`src/rtl/serial_link_pkg.sv`:
```
// Shared definitions for the single-pin serial link (transmit and receive sides).
package serial_link_pkg;

    typedef enum logic [1:0] {
        ST_IDLE  = 2'd0,
        ST_START = 2'd1,
        ST_DATA  = 2'd2,
        ST_STOP  = 2'd3
    } link_state_t;

    localparam logic LINE_IDLE   = 1'b1;
    localparam logic START_LEVEL = 1'b0;
    localparam int   CNT_W       = 24;

endpackage

```
`src/rtl/serial_frame_tx_bit_tick_gen.sv`:
```
// Bit-period timer: counts enabled clocks while a frame is active and flags the
// last clock of each bit period.
module bit_tick_gen #(
    parameter logic [23:0] CLKS_PER_BIT = 24'd10_000_000
) (
    input  logic clk,
    input  logic rst,
    input  logic en,
    input  logic active,
    input  logic clear,
    output logic tick
);

    logic [23:0] cnt;
    logic        at_end;

    assign at_end = (cnt == CLKS_PER_BIT - 24'd1);
    assign tick   = en && active && !clear && at_end;

    always_ff @(posedge clk or posedge rst) begin
        if (rst) begin
            cnt <= '0;
        end else if (clear) begin
            cnt <= '0;
        end else if (en && active) begin
            cnt <= at_end ? 24'd0 : cnt + 24'd1;
        end
    end

endmodule

```
`src/rtl/serial_frame_tx.sv`:
```
// Frame transmitter: start bit, DATA_BITS payload bits LSB-first, stop bit.
//   state    | meaning
//   ST_IDLE  | line high, waiting for send
//   ST_START | start bit (line low) for one bit period
//   ST_DATA  | payload bit bit_idx on the line
//   ST_STOP  | stop bit (line high) for one bit period
module serial_frame_tx #(
    parameter logic [23:0] CLKS_PER_BIT = 24'd10_000_000,
    parameter int          DATA_BITS    = 8
) (
    input  logic       clk,
    input  logic       rst,
    input  logic       en,
    input  logic [7:0] data_in,
    input  logic       send,
    output logic       tx_out,
    output logic       busy,
    output logic       done,
    output logic [3:0] bit_idx
);
    import serial_link_pkg::*;

    localparam logic [3:0] LAST_IDX = 4'(DATA_BITS - 1);

    link_state_t state, state_nxt;
    logic [7:0]  shift_r, shift_nxt;
    logic        tx_nxt, busy_nxt, done_nxt;
    logic [3:0]  idx_nxt;
    logic        start_frame;
    logic        tick;

    assign start_frame = (state == ST_IDLE) && en && send;

    bit_tick_gen #(
        .CLKS_PER_BIT(CLKS_PER_BIT)
    ) u_tick (
        .clk   (clk),
        .rst   (rst),
        .en    (en),
        .active(state != ST_IDLE),
        .clear (start_frame),
        .tick  (tick)
    );

    always_ff @(posedge clk or posedge rst) begin
        if (rst) begin
            state   <= ST_IDLE;
            shift_r <= '0;
            tx_out  <= LINE_IDLE;
            busy    <= 1'b0;
            done    <= 1'b0;
            bit_idx <= '0;
        end else begin
            state   <= state_nxt;
            shift_r <= shift_nxt;
            tx_out  <= tx_nxt;
            busy    <= busy_nxt;
            done    <= done_nxt;
            bit_idx <= idx_nxt;
        end
    end

    // done drops whenever en is low; a STOP tick cannot occur then, so the pulse waits.
    always_comb begin
        state_nxt = state;
        shift_nxt = shift_r;
        tx_nxt    = tx_out;
        busy_nxt  = busy;
        done_nxt  = 1'b0;
        idx_nxt   = bit_idx;
        if (en) begin
            case (state)
                ST_IDLE: begin
                    tx_nxt = LINE_IDLE;
                    if (send) begin
                        state_nxt = ST_START;
                        shift_nxt = data_in;
                        tx_nxt    = START_LEVEL;
                        busy_nxt  = 1'b1;
                        idx_nxt   = '0;
                    end
                end
                ST_START: begin
                    if (tick) begin
                        state_nxt = ST_DATA;
                        tx_nxt    = shift_r[0];
                        idx_nxt   = '0;
                    end
                end
                ST_DATA: begin
                    if (tick) begin
                        if (bit_idx == LAST_IDX) begin
                            state_nxt = ST_STOP;
                            tx_nxt    = LINE_IDLE;
                            idx_nxt   = '0;
                        end else begin
                            shift_nxt = {1'b0, shift_r[7:1]};
                            tx_nxt    = shift_r[1];
                            idx_nxt   = bit_idx + 4'd1;
                        end
                    end
                end
                ST_STOP: begin
                    if (tick) begin
                        state_nxt = ST_IDLE;
                        busy_nxt  = 1'b0;
                        done_nxt  = 1'b1;
                    end
                end
                default: state_nxt = ST_IDLE;
            endcase
        end
    end

endmodule

```
`config.mk`:
```
export PLATFORM = sky130hd
export DESIGN_NAME = serial_frame_tx
export DESIGN_NICKNAME = d
export VERILOG_FILES = /design/src/rtl/serial_link_pkg.sv /design/src/rtl/serial_frame_tx_bit_tick_gen.sv /design/src/rtl/serial_frame_tx.sv
export SDC_FILE = /design/constraint.sdc
export NUM_CORES = 1
export LEC_CHECK = 0
export ABC_AREA = 1
export CORE_ASPECT_RATIO = 0.8
export CORE_MARGIN = 4
export CORE_UTILIZATION = 45
export CTS_BUF_LIST = sky130_fd_sc_hd__clkbuf_4 sky130_fd_sc_hd__clkbuf_8 sky130_fd_sc_hd__clkbuf_16
export DETAILED_ROUTE_END_ITERATION = 6
export PLACE_DENSITY = 0.76
export SYNTH_ARGS = -nofsm -noshare
export SYNTH_HDL_FRONTEND = slang
export SYNTH_SLANG_ARGS = --single-unit
```
`constraint.sdc`:
```
create_clock -name clk -period 2 [get_ports clk]
set_input_delay 0.2 -clock clk [delete_from_list [all_inputs] [get_ports clk]]
set_output_delay 0.2 -clock clk [all_outputs]
set_load 0.03 [all_outputs]
```
==> impl_metrics.ini <==
[setup_path]
crit_path_start_kind = register
criticalPathCategory = register to register
crit_fanout = 8
required_ps = 2210
r2r_start = state[0]$_DFFE_PP0P_
cp_data_arrival_time_ps = 2060
cp-startpoint = state[0]$_DFFE_PP0P_
slowest_delay_ps = 440
crit_end = u_tick.cnt[8]$_DFFE_PP0P_
slowest_stage = dfrtp_1
rrSetupSlack_ps = 150
r2r-end = u_tick.cnt[8]$_DFFE_PP0P_
r2r_cells = 9
path_cells = inv_1, ha_1, inv_1, nor2_2, inv_2, nand2_1, inv_2, buf_4, o22ai_1
endpoint_kind = register

[cells_and_area]
final_cell_area_sq_mm = 0.003065
regArea_sq_mm = 0.001027
mostFrequentLayoutCell = nand2_1
area_growth_pct = 17.22
mostFrequentLayoutCells = nand2_1 (88), inv_1 (41), dfrtp_1 (40), nor2_1 (28)
fill_cells = 545
drive_gt1_share_pct = 13.58
n_antenna_cell = 0
final_nets = 402
multiInputGateArea_sq_mm = 0.001374
fin_cells = 461

[cts]
numCtsBuffers = 5
clock_sinks = 41
root_buffer = clkbuf_8
cts_tree = done
cts_hold_buffers = 0
clockBufferDepth = 2
clk_latency_ps = 300
h-tree-depth = 2
clkTransAtPathRegs_ps = 80

[global_route]
grt_pass1_wl_mm = 10.52
grt.total_usage_pct = 18.02
grt_max_degree = 42
antenna_found_initial = 0
grt_overflow_total = 0
grt_pass1_vias = 2240

[power_and_ir_drop]
p_leak_nw = 1.395
netSwitchingFraction_pct = 27.33
combPwrFrac_pct = 13.3
internal_power_mw = 1.418
irDropWorstVdd_uv = 295.7
pwr-share-clk_pct = 36.0
p_sw_uw = 533.3
power.density_mw_per_mm2 = 636.7
p_seq_share_pct = 50.7

[floorplan]
io_pins = 19
row_count = 24
start_util_pct = 47.33
die_w_microns = 93.23
die-area_sq_mm = 0.007102
coreArea_sq_mm = 0.005525
chipHeight_microns = 76.18

[placed_design]
post-place-ws_ps = 132.7
io_buffers = 18
routabilityCongestion = 0.9423
hpwl_mm = 4.448
placed_cell_area_sq_mm = 0.002930
place_inst = 453

[sta]
rsz0062_at_grt = false
finalHoldViolations = 0
skew_ps = 6.556
period_share_pct = 92.32
slew-limit-headroom_pct = 65.62
fmax_ghz = 0.5416
fin_ws_ps = 153.5
slew_violations = 0
worstMarginPinSlew_ps = 515.7
finalCriticalPeriod_ps = 1846
setup_viol = 0
tns_ps = 0

[yosys]
synth_edf_count = 0
ys.warnings.count = 0
synth.avg_cell_area_sq_um = 7.387
synth.distinct_cells = 38
ys.flop_type = dfrtp_1
syn-cell-area_sq_mm = 0.002615
synthCells = 354
syn_nets = 374
ys_async_sr_fraction_pct = 100.0
synth-seq-cells = 41
synth.yosys.seq_area_share_pct = 39.28

[detailed_routing]
drc = 0
drt-initial-drc-count = 194
wirelength_mm = 6.008
drtAntennaViolNets = 0
firstDrtPassIters = 5
avgRoutedWirePerCell_microns = 13.03
viasPerCell = 5.210
via_count = 2402

[min_path]
hp-class = input port to asynchronous set/reset pin

[flow_run]
maxCapViolCount = 0

[outcome]
status = complete, no violations
## final cells by class
type                            count  share of cell area [%]
Multi-Input combinational cell    256                   44.82
Clock buffer                        6                   2.694
Sequential cell                    41                   33.51
Inverter                           49                   6.000
Tap cell                           78                   3.184
Timing Repair Buffer               29                   8.571
Clock inverter                      2                   1.224
## cells by family (layout without fill, tap and decap cells)
family,count (synthesis),in the layout,synth area share [%]
and+or+nand+nor,178,178,31.39
AOI/OAI and AO/OA,59,59,13.06
buffers and inverters,57,86,8.756
DFF,41,41,39.28
xor gates and xnor gates,11,11,3.685
adders and majority gates,8,8,3.828
## how the worst min path moves through the flow
stage	start	slack, ps	to
6_report	rst	320	shift_r[3]$_DFFE_PP0P_
5_1_grt	rst	380	bit_idx[3]$_DFFE_PP0P_
4_1_cts	rst	340	shift_r[3]$_DFFE_PP0P_
3_5_place_dp	tx_out$_DFFE_PP1P_	480	tx_out$_DFFE_PP1P_
3_3_place_gp	tx_out$_DFFE_PP1P_	470	tx_out$_DFFE_PP1P_
2_1_floorplan	send	380	tx_out$_DFFE_PP1P_
## synth_stat cells (3+ instances only)
cell | number | area share (%)
a21oi_1 | 9 | 1.7
a31oi_1 | 3 | 0.72
buf_2 | 6 | 1.1
dfrtp_1 | 40 | 38
ha_1 | 8 | 3.8
inv_1 | 42 | 6.0
inv_2 | 6 | 0.86
nand2_1 | 90 | 13
nand2_2 | 4 | 0.96
nand3_1 | 22 | 4.2
nand4_1 | 11 | 2.6
nor2_1 | 30 | 4.3
nor2_2 | 4 | 0.96
nor3_1 | 5 | 0.96
o21ai_0 | 22 | 4.2
o21ai_1 | 8 | 1.5
o21ai_2 | 3 | 1.0
o21bai_1 | 3 | 0.86
o22ai_1 | 6 | 1.4
xor2_1 | 9 | 3.0
## metal layers
metal	part of all wire [%]	global-route usage [%]	up-vias	wire length (microns)
met5	0	0	-	0
met4	1.2	5.124	0	73
met3	4.8	3.356	10	286
met2	43	26.12	70	2599
met1	51	27.18	1115	3048
li1	-	-	1207	-
## sequential cells by signal, indices dropped and copies added (netlist names)
name	count
bit_idx	4
busy	1
done	1
shift_r	8
state	2
tx_out	1
u_tick.cnt	24
## worst max-delay path, delay by kind of cell (launching register included)
kind,cells,cell delay [ps]
AO/OA/AOI/OAI,1,170
adder cells (fa/ha/maj),1,250
buffers and inverters,5,620
flip-flops,1,440
AND/OR/NAND/NOR,2,280
## per-stage QoR
step | utilization (%) | hold slack, ps | total power [mW]
finish | 55.48 | 322.4 | 1.952
detailed placement | 53.03 | 478.8 | 1.260
CTS | 55.21 | 343.3 | 1.962
global placement | 53.03 | 472.5 | 1.252
floorplan | - | 376.4 | 1.168
global route | 55.48 | 381.4 | 2.066
## power by group through the flow
stage | combinational, mW | sequential, mW | clock (mW)
2_1_floorplan | 0.190 | 0.978 | 0
3_3_place_gp | 0.254 | 0.998 | 0
3_5_place_dp | 0.259 | 1.00 | 0
4_1_cts | 0.259 | 0.986 | 0.717
5_1_grt | 0.300 | 1.00 | 0.764
6_report | 0.260 | 0.989 | 0.703
## repair_timing
| action | CTS | global route |
|---|---|---|
| setup endpoints to repair | 0 | 22 |
| gates resized for setup | 0 | 6 |
| buffers inserted | 0 | 0 |
Power figures use the tool's default switching activity.
